## src/rtl/mult_bus_sequencer_if.sv

```systemverilog
// ----------------------------------------------------------------------------
// mult_bus_sequencer_if
// Signals between the multiplier bus sequencer and its surroundings: the
// operand stream, the result stream and the peripheral bus.
//   op_valid/op_ready/op_a/op_b          operand stream (into the sequencer)
//   res_valid/res_ready/res_w/res_l/
//   res_tout                             result stream (out of the sequencer)
//   saddress/swr/srd/sdata_wr/sdata_rd   peripheral bus
// Modports:
//   master : the sequencer side
//   slave  : the environment side (operand source, result sink, peripheral)
// ----------------------------------------------------------------------------
interface mult_bus_sequencer_if;
    logic        op_valid;
    logic        op_ready;
    logic [23:0] op_a;
    logic [23:0] op_b;
    logic        res_valid;
    logic        res_ready;
    logic [31:0] res_w;
    logic [5:0]  res_l;
    logic        res_tout;
    logic [15:0] saddress;
    logic        swr;
    logic        srd;
    logic [31:0] sdata_wr;
    logic [31:0] sdata_rd;

    modport master (
        input  op_valid, op_a, op_b, res_ready, sdata_rd,
        output op_ready, res_valid, res_w, res_l, res_tout,
               saddress, swr, srd, sdata_wr
    );

    modport slave (
        output op_valid, op_a, op_b, res_ready, sdata_rd,
        input  op_ready, res_valid, res_w, res_l, res_tout,
               saddress, swr, srd, sdata_wr
    );
endinterface

```

## src/rtl/mult_bus_sequencer.sv

```systemverilog
// ----------------------------------------------------------------------------
// mult_bus_sequencer
// Bus-master front end for the gpioemu multiplier/popcount peripheral.
// Accepts a 24x24 operand pair, writes A1 and A2, starts the peripheral,
// polls its status every POLL_GAP idle cycles (at most POLL_MAX polls), then
// reads the product low word W and its popcount L and presents them on the
// result stream. If the peripheral never reports done, a result with
// res_tout=1 and zero data is presented instead.
// Ports:
//   clk        clock, all state on the rising edge
//   n_reset    asynchronous active-low reset
//   bus        mult_bus_sequencer_if.master (operand/result streams, bus)
//   busy       high whenever the sequencer is not idle
//   perf_ops   (SEQ_PERF_EN only) successful results delivered, wraps
//   perf_tout  (SEQ_PERF_EN only) timed-out results delivered, wraps
// Optional feature: define SEQ_PERF_EN to add the two performance counters.
// Every bus access takes three cycles (setup, strobe, hold) with address and
// write data stable throughout; read data is captured at the end of hold.
// ----------------------------------------------------------------------------
module mult_bus_sequencer #(
    parameter logic [15:0] ADDR_A1   = 16'h0380,
    parameter logic [15:0] ADDR_A2   = 16'h0388,
    parameter logic [15:0] ADDR_W    = 16'h0390,
    parameter logic [15:0] ADDR_L    = 16'h0398,
    parameter logic [15:0] ADDR_CTRL = 16'h03A0,
    parameter int          POLL_GAP  = 4,
    parameter int          POLL_MAX  = 64
) (
    input  logic                 clk,
    input  logic                 n_reset,
    mult_bus_sequencer_if.master bus,
    output logic                 busy
`ifdef SEQ_PERF_EN
    ,
    output logic [15:0]          perf_ops,
    output logic [15:0]          perf_tout
`endif
);

    localparam int PCW = $clog2(POLL_MAX + 1);
    localparam int GCW = (POLL_GAP > 1) ? $clog2(POLL_GAP) : 1;
    localparam logic [PCW-1:0] POLL_LAST = PCW'(POLL_MAX - 1);
    localparam logic [GCW-1:0] GAP_LAST  = GCW'(POLL_GAP - 1);

    // Access phases
    localparam logic [1:0] PH_SETUP  = 2'd0;
    localparam logic [1:0] PH_STROBE = 2'd1;
    localparam logic [1:0] PH_HOLD   = 2'd2;

    typedef enum logic [3:0] {
        S_IDLE, S_WR_A1, S_WR_A2, S_WR_GO, S_GAP, S_POLL, S_RD_W, S_RD_L, S_OUT
    } state_t;

    state_t           state_reg, state_next;
    logic [1:0]       phase_reg, phase_next;
    logic [GCW-1:0]   gap_reg, gap_next;
    logic [PCW-1:0]   poll_cnt_reg, poll_cnt_next;
    logic [23:0]      a_reg, a_next;
    logic [23:0]      b_reg, b_next;
    logic [31:0]      res_w_reg, res_w_next;
    logic [5:0]       res_l_reg, res_l_next;
    logic             res_tout_reg, res_tout_next;

    logic [15:0]      acc_addr;
    logic [31:0]      acc_wdata;
    logic             acc_wr;
    logic             acc_rd;
    logic             hold_end;

    assign hold_end = (phase_reg == PH_HOLD);

    always_ff @(posedge clk or negedge n_reset) begin
        if (!n_reset) begin
            state_reg    <= S_IDLE;
            phase_reg    <= PH_SETUP;
            gap_reg      <= '0;
            poll_cnt_reg <= '0;
            a_reg        <= '0;
            b_reg        <= '0;
            res_w_reg    <= '0;
            res_l_reg    <= '0;
            res_tout_reg <= 1'b0;
        end else begin
            state_reg    <= state_next;
            phase_reg    <= phase_next;
            gap_reg      <= gap_next;
            poll_cnt_reg <= poll_cnt_next;
            a_reg        <= a_next;
            b_reg        <= b_next;
            res_w_reg    <= res_w_next;
            res_l_reg    <= res_l_next;
            res_tout_reg <= res_tout_next;
        end
    end

    always_comb begin
        state_next    = state_reg;
        phase_next    = phase_reg;
        gap_next      = gap_reg;
        poll_cnt_next = poll_cnt_reg;
        a_next        = a_reg;
        b_next        = b_reg;
        res_w_next    = res_w_reg;
        res_l_next    = res_l_reg;
        res_tout_next = res_tout_reg;
        acc_addr      = 16'h0000;
        acc_wdata     = 32'h0000_0000;
        acc_wr        = 1'b0;
        acc_rd        = 1'b0;

        case (state_reg)
            S_IDLE: begin
                if (bus.op_valid) begin
                    a_next        = bus.op_a;
                    b_next        = bus.op_b;
                    poll_cnt_next = '0;
                    phase_next    = PH_SETUP;
                    state_next    = S_WR_A1;
                end
            end
            S_WR_A1: begin
                acc_addr  = ADDR_A1;
                acc_wdata = {8'h00, a_reg};
                acc_wr    = 1'b1;
                if (hold_end) state_next = S_WR_A2;
            end
            S_WR_A2: begin
                acc_addr  = ADDR_A2;
                acc_wdata = {8'h00, b_reg};
                acc_wr    = 1'b1;
                if (hold_end) state_next = S_WR_GO;
            end
            S_WR_GO: begin
                acc_addr = ADDR_CTRL;
                acc_wr   = 1'b1;
                if (hold_end) begin
                    gap_next   = '0;
                    state_next = S_GAP;
                end
            end
            S_GAP: begin
                if (gap_reg == GAP_LAST) begin
                    state_next = S_POLL;
                end else begin
                    gap_next = gap_reg + 1'b1;
                end
            end
            S_POLL: begin
                acc_addr = ADDR_CTRL;
                acc_rd   = 1'b1;
                if (hold_end) begin
                    if (bus.sdata_rd[1:0] == 2'b11) begin
                        state_next = S_RD_W;
                    end else begin
                        poll_cnt_next = poll_cnt_reg + 1'b1;
                        // The poll just finished was the last one allowed.
                        if (poll_cnt_reg == POLL_LAST) begin
                            res_w_next    = 32'h0000_0000;
                            res_l_next    = 6'd0;
                            res_tout_next = 1'b1;
                            state_next    = S_OUT;
                        end else begin
                            gap_next   = '0;
                            state_next = S_GAP;
                        end
                    end
                end
            end
            S_RD_W: begin
                acc_addr = ADDR_W;
                acc_rd   = 1'b1;
                if (hold_end) begin
                    res_w_next = bus.sdata_rd;
                    state_next = S_RD_L;
                end
            end
            S_RD_L: begin
                acc_addr = ADDR_L;
                acc_rd   = 1'b1;
                if (hold_end) begin
                    res_l_next    = bus.sdata_rd[5:0];
                    res_tout_next = 1'b0;
                    state_next    = S_OUT;
                end
            end
            S_OUT: begin
                if (bus.res_ready) state_next = S_IDLE;
            end
            default: state_next = S_IDLE;
        endcase

        // Shared access phase sequencer; wraps to setup for the next access.
        if (acc_wr || acc_rd) begin
            phase_next = hold_end ? PH_SETUP : phase_reg + 2'd1;
        end
    end

    assign bus.saddress  = acc_addr;
    assign bus.sdata_wr  = acc_wdata;
    assign bus.swr       = acc_wr && (phase_reg == PH_STROBE);
    assign bus.srd       = acc_rd && (phase_reg == PH_STROBE);
    assign bus.op_ready  = (state_reg == S_IDLE);
    assign bus.res_valid = (state_reg == S_OUT);
    assign bus.res_w     = res_w_reg;
    assign bus.res_l     = res_l_reg;
    assign bus.res_tout  = res_tout_reg;
    assign busy          = (state_reg != S_IDLE);

`ifdef SEQ_PERF_EN
    logic [15:0] perf_ops_reg;
    logic [15:0] perf_tout_reg;

    always_ff @(posedge clk or negedge n_reset) begin
        if (!n_reset) begin
            perf_ops_reg  <= '0;
            perf_tout_reg <= '0;
        end else if ((state_reg == S_OUT) && bus.res_ready) begin
            if (res_tout_reg) perf_tout_reg <= perf_tout_reg + 16'd1;
            else              perf_ops_reg  <= perf_ops_reg + 16'd1;
        end
    end

    assign perf_ops  = perf_ops_reg;
    assign perf_tout = perf_tout_reg;
`endif

endmodule

```

## src/flat_wrapper.sv

```systemverilog
// flat-port wrapper written by rule: the top's interface ports become plain ports
module mult_bus_sequencer_flat 
#(
    parameter logic [15:0] ADDR_A1   = 16'h0380,
    parameter logic [15:0] ADDR_A2   = 16'h0388,
    parameter logic [15:0] ADDR_W    = 16'h0390,
    parameter logic [15:0] ADDR_L    = 16'h0398,
    parameter logic [15:0] ADDR_CTRL = 16'h03A0,
    parameter int          POLL_GAP  = 4,
    parameter int          POLL_MAX  = 64
)
  (clk, n_reset, busy, bus_op_valid, bus_op_a, bus_op_b, bus_res_ready, bus_sdata_rd, bus_op_ready, bus_res_valid, bus_res_w, bus_res_l, bus_res_tout, bus_saddress, bus_swr, bus_srd, bus_sdata_wr);
  mult_bus_sequencer_if bus_i ();
  input  logic clk;
  input  logic n_reset;
  output logic busy;
  input wire logic [$bits(bus_i.op_valid)-1:0] bus_op_valid;
  input wire logic [$bits(bus_i.op_a)-1:0] bus_op_a;
  input wire logic [$bits(bus_i.op_b)-1:0] bus_op_b;
  input wire logic [$bits(bus_i.res_ready)-1:0] bus_res_ready;
  input wire logic [$bits(bus_i.sdata_rd)-1:0] bus_sdata_rd;
  output wire logic [$bits(bus_i.op_ready)-1:0] bus_op_ready;
  output wire logic [$bits(bus_i.res_valid)-1:0] bus_res_valid;
  output wire logic [$bits(bus_i.res_w)-1:0] bus_res_w;
  output wire logic [$bits(bus_i.res_l)-1:0] bus_res_l;
  output wire logic [$bits(bus_i.res_tout)-1:0] bus_res_tout;
  output wire logic [$bits(bus_i.saddress)-1:0] bus_saddress;
  output wire logic [$bits(bus_i.swr)-1:0] bus_swr;
  output wire logic [$bits(bus_i.srd)-1:0] bus_srd;
  output wire logic [$bits(bus_i.sdata_wr)-1:0] bus_sdata_wr;
  assign bus_i.op_valid = bus_op_valid;
  assign bus_i.op_a = bus_op_a;
  assign bus_i.op_b = bus_op_b;
  assign bus_i.res_ready = bus_res_ready;
  assign bus_i.sdata_rd = bus_sdata_rd;
  assign bus_op_ready = bus_i.op_ready;
  assign bus_res_valid = bus_i.res_valid;
  assign bus_res_w = bus_i.res_w;
  assign bus_res_l = bus_i.res_l;
  assign bus_res_tout = bus_i.res_tout;
  assign bus_saddress = bus_i.saddress;
  assign bus_swr = bus_i.swr;
  assign bus_srd = bus_i.srd;
  assign bus_sdata_wr = bus_i.sdata_wr;
  mult_bus_sequencer #(.ADDR_A1(ADDR_A1), .ADDR_A2(ADDR_A2), .ADDR_W(ADDR_W), .ADDR_L(ADDR_L), .ADDR_CTRL(ADDR_CTRL), .POLL_GAP(POLL_GAP), .POLL_MAX(POLL_MAX)) u_core (.clk(clk), .n_reset(n_reset), .bus(bus_i), .busy(busy));
endmodule
```

## config.mk

```make
export PLATFORM = sky130hd
export DESIGN_NAME = mult_bus_sequencer_flat
export DESIGN_NICKNAME = d
export VERILOG_FILES = /design/src/rtl/mult_bus_sequencer_if.sv /design/src/rtl/mult_bus_sequencer.sv /design/src/flat_wrapper.sv
export SDC_FILE = /design/constraint.sdc
export NUM_CORES = 1
export LEC_CHECK = 0
export CAP_MARGIN = 20
export CORE_MARGIN = 4
export CORE_UTILIZATION = 44
export CTS_CLUSTER_DIAMETER = 100
export DETAILED_ROUTE_END_ITERATION = 16
export PLACE_DENSITY = 0.81
export SLEW_MARGIN = 20
export SYNTH_ARGS = -nofsm -noshare
export SYNTH_HDL_FRONTEND = slang
export SYNTH_SLANG_ARGS = --single-unit
```

## constraint.sdc

```tcl
create_clock -name clk -period 2.3 [get_ports clk]
set_input_delay 0.46 -clock clk [delete_from_list [all_inputs] [get_ports clk]]
set_output_delay 0.46 -clock clk [all_outputs]
set_load 0.02 [all_outputs]
```

* Yosys cells after proc, flatten, opt, wreduce, memory -nomap -nowiden
Index checks and enable logic that the tools add are counted.
** Word-level totals
- Bits in writable memories :: 0
- Register bits :: 102
- Latch bits :: 0
- Memories kept :: 0
- Bits in read-only memories :: 0
** Operators by class
- Divide/modulo/power cells :: 0
- Eq/ne operators :: 26
- Bitwise operators :: 0
- Shifts and indexed selects :: 0
- Multiply operators :: 0
- $add $sub $neg :: 3
- Reduce and logical (&&, ||, !) cells :: 21
- Muxes and demuxes :: 45
- $lt $le $gt $ge :: 0
** Operators by type and width (number)
- 2-to-1 mux 32 bit :: 4
- one-hot mux 32 bit (2 select lines) :: 1
- one-hot mux 10 bit (5 select lines) :: 1
- one-hot mux 24 bit (2 select lines) :: 1
- 2-to-1 mux 4 bit :: 11
- one-hot mux 4 bit (9 select lines) :: 1
- 2-to-1 mux 6 bit :: 4
- 2-to-1 mux 7 bit :: 3
- 2-to-1 mux 2 bit :: 9
- == test 4 x 3 -> 1 bit, second input constant :: 4
- inequality test 2 x 1 -> 1 bit, second input constant :: 8
- one-hot mux 7 bit (2 select lines) :: 1
- one-hot mux 6 bit (2 select lines) :: 1
- inequality test 2 bit, second input constant :: 5
- AND reduction 5 bit :: 2
- nonzero test 2 bit :: 5
- AND reduction 9 bit :: 1
- == test 4 x 2 -> 1 bit, second input constant :: 2
- adder 7 x 1 -> 7 bit, second input constant :: 1
- == test 7 x 6 -> 1 bit, second input constant :: 1
- == test 2 bit, second input constant :: 3
- 2-to-1 mux 1 bit :: 6
- one-hot mux 2 bit (3 select lines) :: 1
- AND reduction 6 bit :: 1
- other kinds (14) :: 18

* Depth between registers and ports, before layout
- Depth after elaboration :: 6
- Gate-level depth with buffers :: 9
- Gate-level depth less buffers :: 6

* Worst setup path before layout
Ideal clock, no wire load.
- Path kind :: flip-flop to output port
- From :: register u_core.state_reg[2]
- To :: output port bus_sdata_wr[0]
- Path slack :: 279 ps
- Arrival time :: 1561 ps
- Required time :: 1840 ps
- Cell stages (with the launch flop) :: 6
- Path through :: dfrtp_1 buf_2 buf_2 nor3_1 buf_2 a22o_1
** Between the ends
- Word-level cells in the longest chain between the ends :: 2
- Elaborated cells between the ends (all ways) :: 3
** RTL lines
- start: declaration :: RTL line mult_bus_sequencer.sv:54 : state_t state_reg, state_next;
- start signal: assignment :: RTL line mult_bus_sequencer.sv:84 : state_reg <= state_next;
- == test 4 x 2 -> 1 bit or == test 4 x 1 -> 1 bit (tied branches) :: RTL line mult_bus_sequencer.sv:111 : case (state_reg)
- one-hot mux 24 bit (2 select lines) * :: RTL line mult_bus_sequencer.sv:111
- end: declaration :: RTL line flat_wrapper.sv:30 : output wire logic [$bits(bus_i.sdata_wr)-1:0] bus_sdata_wr;
Mark *: on every way between the ends. The rest lies on a longest branch, timed or not.

* Worst setup path in the final report
- From :: register u_core.state_reg[1]
- To :: output port bus_sdata_wr[4]
Same word-level chain as after synthesis.

==> summary.md <==
| Metric | Value |
|---|---|
| NumNets Final | around 690 |
| Via density | 5.13 |
| Run status | finished clean |
| # port buffers | 157 |
| Count of nets left with antenna violations after detail routing | 0 |
| Capturing element type of the critical path | output pin |
| EDFF count, synth | 0 |
| Net Switching | ~2.6 mW |
| Delay of the slowest cell on the worst path | 0.41 ns |
| Ys async rst share | 100% |
| Routed via count | 3803 |
| Clock buffers created by TritonCTS | 9 |
| Die Outline Area | 0.0120 mm2 |
| Max-cap violations | 0 |
| Placed Instances | 725 |
| Met2 layer wire length in the routed design | 5.62 mm |
| Longest Clk Path Bufs | 2 |
| Via count of the first global-routing pass | 3780 |
| Final Non-Filler Cells | approximately 740 |
| Standby leakage power | 3.06 nW |
| Met1 routed wirelength after detailed routing | about 4.9 mm |
| Kind of launch point of the worst setup path | flip-flop |
| Area growth from synthesis to final layout | 42.7% |
| Maximum clock skew at final layout | between 0.02 and 0.025 ns |
| Yosys warnings | 0 |
| Number of design rule violations left after detail routing | 0 |
| Critical path cell sequence | nand2b_1 -> nor3_2 -> buf_12 -> a22o_1 -> clkdlybuf4s15_2 |
| Routability congestion estimate | 0.861 |
| Post-Place Cell Area | 0.00625 mm2 |
| RSZ-0062 raised after global routing | yes |
| Number of cell rows | 36 |
| Crit path required time | 1.84 ns |
| Final number of setup-violating endpoints | 0 |
| Synthesized instance count | roughly 450 |
| CTS tree | yes |
| Critical-path cell with the highest stage delay | sky130_fd_sc_hd__dfrtp_1 |
| Clock-pin transition on the worst setup and hold timing paths | 0.11 ns |
| Clk root buf | sky130_fd_sc_hd__clkbuf_8 |
| Number of synthesized register bits | 102 |
| Latest clock arrival within the worst-skew pair | between 0.3 and 0.4 ns |
| # IOs | 176 |
| Maximum number of pins on one net before global-route repair | 103 |
| Initial antenna violation count | 0 |
| Wire length of the first global-routing pass | 18.4 mm |
| Post-synthesis area per instance | 10.0 um2 |
| Detail Placement HPWL | 8.09 mm |
| Critical path fanouts, max | 24 |
| PwrDens | 1070 mW/mm2 |
| Net switching share of the total power | between 30 and 40% |
| Part of the power in combinational logic | 39.6% |
| Final Instance Area | 0.00646 mm2 |
| Die Span X | roughly 110 um |
| Synthesized cell area | around 0.0045 mm2 |
| Maximum frequency from static timing analysis | 0.442 GHz |
| Drt wl/cell | between 15 and 20 um |
| Total power draw | 6.92 mW |
| Period utilization | a little over nine tenths |
| Kind of critical path | flip-flop to output pin |
| Slew of the pin with the lowest slew margin | 0.552 ns |
| Fill cells | 819 |
| Effective utilization at floorplan | between 40 and 50% |
| Proportion of power drawn by flip-flops and latches | 43.7% |
| Number of library cell types mapped by synthesis | 42 |
| Rel. slew slack | 63.2% |
| Total wire length | 11.6 mm |
| Share of layout cells above drive strength 1 | 12.3% |
| Cell-internal power | ~4.3 mW |
| Clock network fraction of total power | 16.7% |
| Height of the die | 109 um |
| Congestion Overflow GR | 0 |
| Arr. time, crit path | about 1.8 ns |
| Number of hold-slack violations in the final timing report | 0 |
| Synth Flop Type | sky130_fd_sc_hd__dfrtp_1 |
| Number of slew-limit violations in the final report | 0 |
| Register area share after synthesis | 56.4% |
| Core outline area | 0.00991 mm2 |
| WL met3 | 1.01 mm |
| Top routing layer in use | met4 |
| Final Hold Slack | 0.0995 ns |
| Fraction of the core area covered by cells at the end of the flow | 65.2% |
| Clock period minus final worst setup slack | 2.26 ns |
| Flip-flop count of the largest register, all copies and words added | 32 |
| Number of antenna repair diodes | 0 |
| Worst hold path class | primary input to async pin |
| VDD IR max | 0.000626 V |
| Overall track demand over capacity in global routing | approximately a fifth |
| Detailed-router iteration count before antenna repair | 4 |
| Clock tree sinks | 102 |
| Detailed router's first-iteration violation count | 237 |
| Number of H-tree levels | 3 |
[power groups by stage]
stage / sequential, mW / clock (mW) / combinational, mW
after floorplan: 3.23 / 0 / 1.34
after global placement: 3.01 / 0 / 2.74
after detailed placement: 3.03 / 0 / 2.83
after CTS: 3.01 / 1.20 / 2.78
after global routing: 3.11 / 1.27 / 3.00
final: 3.02 / 1.15 / 2.74
[worst paths after layout]
check	slack, ns	endpoint	cells after the start	from
worst min-delay path	0.1	u_core.bus.res_w[0]$_DFFE_PN0P_	2	n_reset
worst min register to register	0.48	u_core.b_reg[4]$_DFFE_PN0P_	2	u_core.b_reg[4]$_DFFE_PN0P_
max in group asynchronous	1.73	u_core.poll_cnt_reg[5]$_DFFE_PN0P_	2	n_reset
min in group clk	0.48	u_core.b_reg[4]$_DFFE_PN0P_	2	u_core.b_reg[4]$_DFFE_PN0P_
worst max-delay path	0.04	bus_sdata_wr[4]	5	u_core.state_reg[1]$_DFFE_PN0P_
worst max register to register	0.42	u_core.gap_reg[1]$_DFFE_PN0P_	5	u_core.poll_cnt_reg[0]$_DFFE_PN0P_
[layout make-up]
| class | instances | area (um2) | share of cell area [%] |
|---|---|---|---|
| inverters | 5 | 18.8 | 0.290 |
| clock inverters | 7 | 93.8 | 1.45 |
| multi-input cells | 314 | 1770 | 27.4 |
| repair buffers | 171 | 1730 | 26.8 |
| clock buffers | 9 | 124 | 1.92 |
| well taps | 133 | 166 | 2.58 |
| flip-flops and latches | 102 | 2550 | 39.5 |
[synthesized netlist by cell type (all sizes together) (3+ instances only)]
cell type    n  area share [%]
a211o        3            0.58
mux2         4            0.99
clkbuf      13             1.1
o21ai        6            0.66
nor2        11            0.91
nand2      155              13
nand3        5            0.83
nand2b       7            0.97
nor3         5            0.55
dfrtp      102              56
a21oi        3            0.41
a22o        63              12
xor2         3            0.58
inv          5            0.41
buf         34             5.0
[per-stage QoR]
stage | setup TNS, ns | worst slack (ns)
finish | 0 | 0.0354
floorplan | 0 | 0.279
global placement | 0 | 0.139
CTS | 0 | 0.0204
detailed placement | 0 | 0.0730
global route | -1.19 | -0.0785
[logic make-up after synthesis]
group,share of synthesized area [%]
other,0.0828
muxes,0.995
adders and majority gates,0.553
AOI/OAI and AO/OA,15.6
and+or+nand+nor,19.1
DFF,56.4
buffers and inverters,6.49
xor gates and xnor gates,0.774
[layer usage]
layer / up-vias / global-route usage [%]
met2: 152 / 31.7
met1: 1837 / 25.6
met5: - / 0
li1: 1804 / -
met4: 0 / 5.34
met3: 10 / 6.11
[repair_timing]
action / 4_1_cts / 5_1_grt
endpoints found under the setup margin: 35 / 29
hold buffers: 0 / 0
gates resized for setup: 87 / 12
setup buffers: 0 / 0
endpoints found under the hold margin: 0 / 0
[placed cells by master (no fill, tap or decap), types with 4 or more instances in the layout]
| master | netlist | layout |
|---|---|---|
| sky130_fd_sc_hd__dfrtp_1 | 102 | 100 |
| sky130_fd_sc_hd__conb_1 | 1 | 18 |
| sky130_fd_sc_hd__nand3_1 | 4 | 4 |
| sky130_fd_sc_hd__clkbuf_8 | 0 | 9 |
| sky130_fd_sc_hd__buf_4 | 20 | 9 |
| sky130_fd_sc_hd__dlygate4sd2_1 | 0 | 6 |
| sky130_fd_sc_hd__inv_1 | 5 | 5 |
| sky130_fd_sc_hd__o21ai_0 | 6 | 6 |
| sky130_fd_sc_hd__clkdlybuf4s50_1 | 0 | 121 |
| sky130_fd_sc_hd__a22o_1 | 63 | 63 |
| sky130_fd_sc_hd__buf_12 | 0 | 6 |
| sky130_fd_sc_hd__nand2_1 | 155 | 155 |
| sky130_fd_sc_hd__clkdlybuf4s15_2 | 0 | 21 |
| sky130_fd_sc_hd__nor2_1 | 11 | 10 |
| sky130_fd_sc_hd__mux2_2 | 4 | 4 |
| sky130_fd_sc_hd__clkbuf_2 | 0 | 4 |
| sky130_fd_sc_hd__clkinv_8 | 0 | 4 |
| sky130_fd_sc_hd__nand2b_1 | 7 | 7 |
[worst max-delay path, delay by kind of cell (launching register included)]
kind	cells	cell delay, ns
buffers and inverters	2	0.47
DFF	1	0.41
and+or+nand+nor	2	0.39
AOI/OAI and AO/OA	1	0.17
No activity file was read; power rests on OpenSTA's default activity.
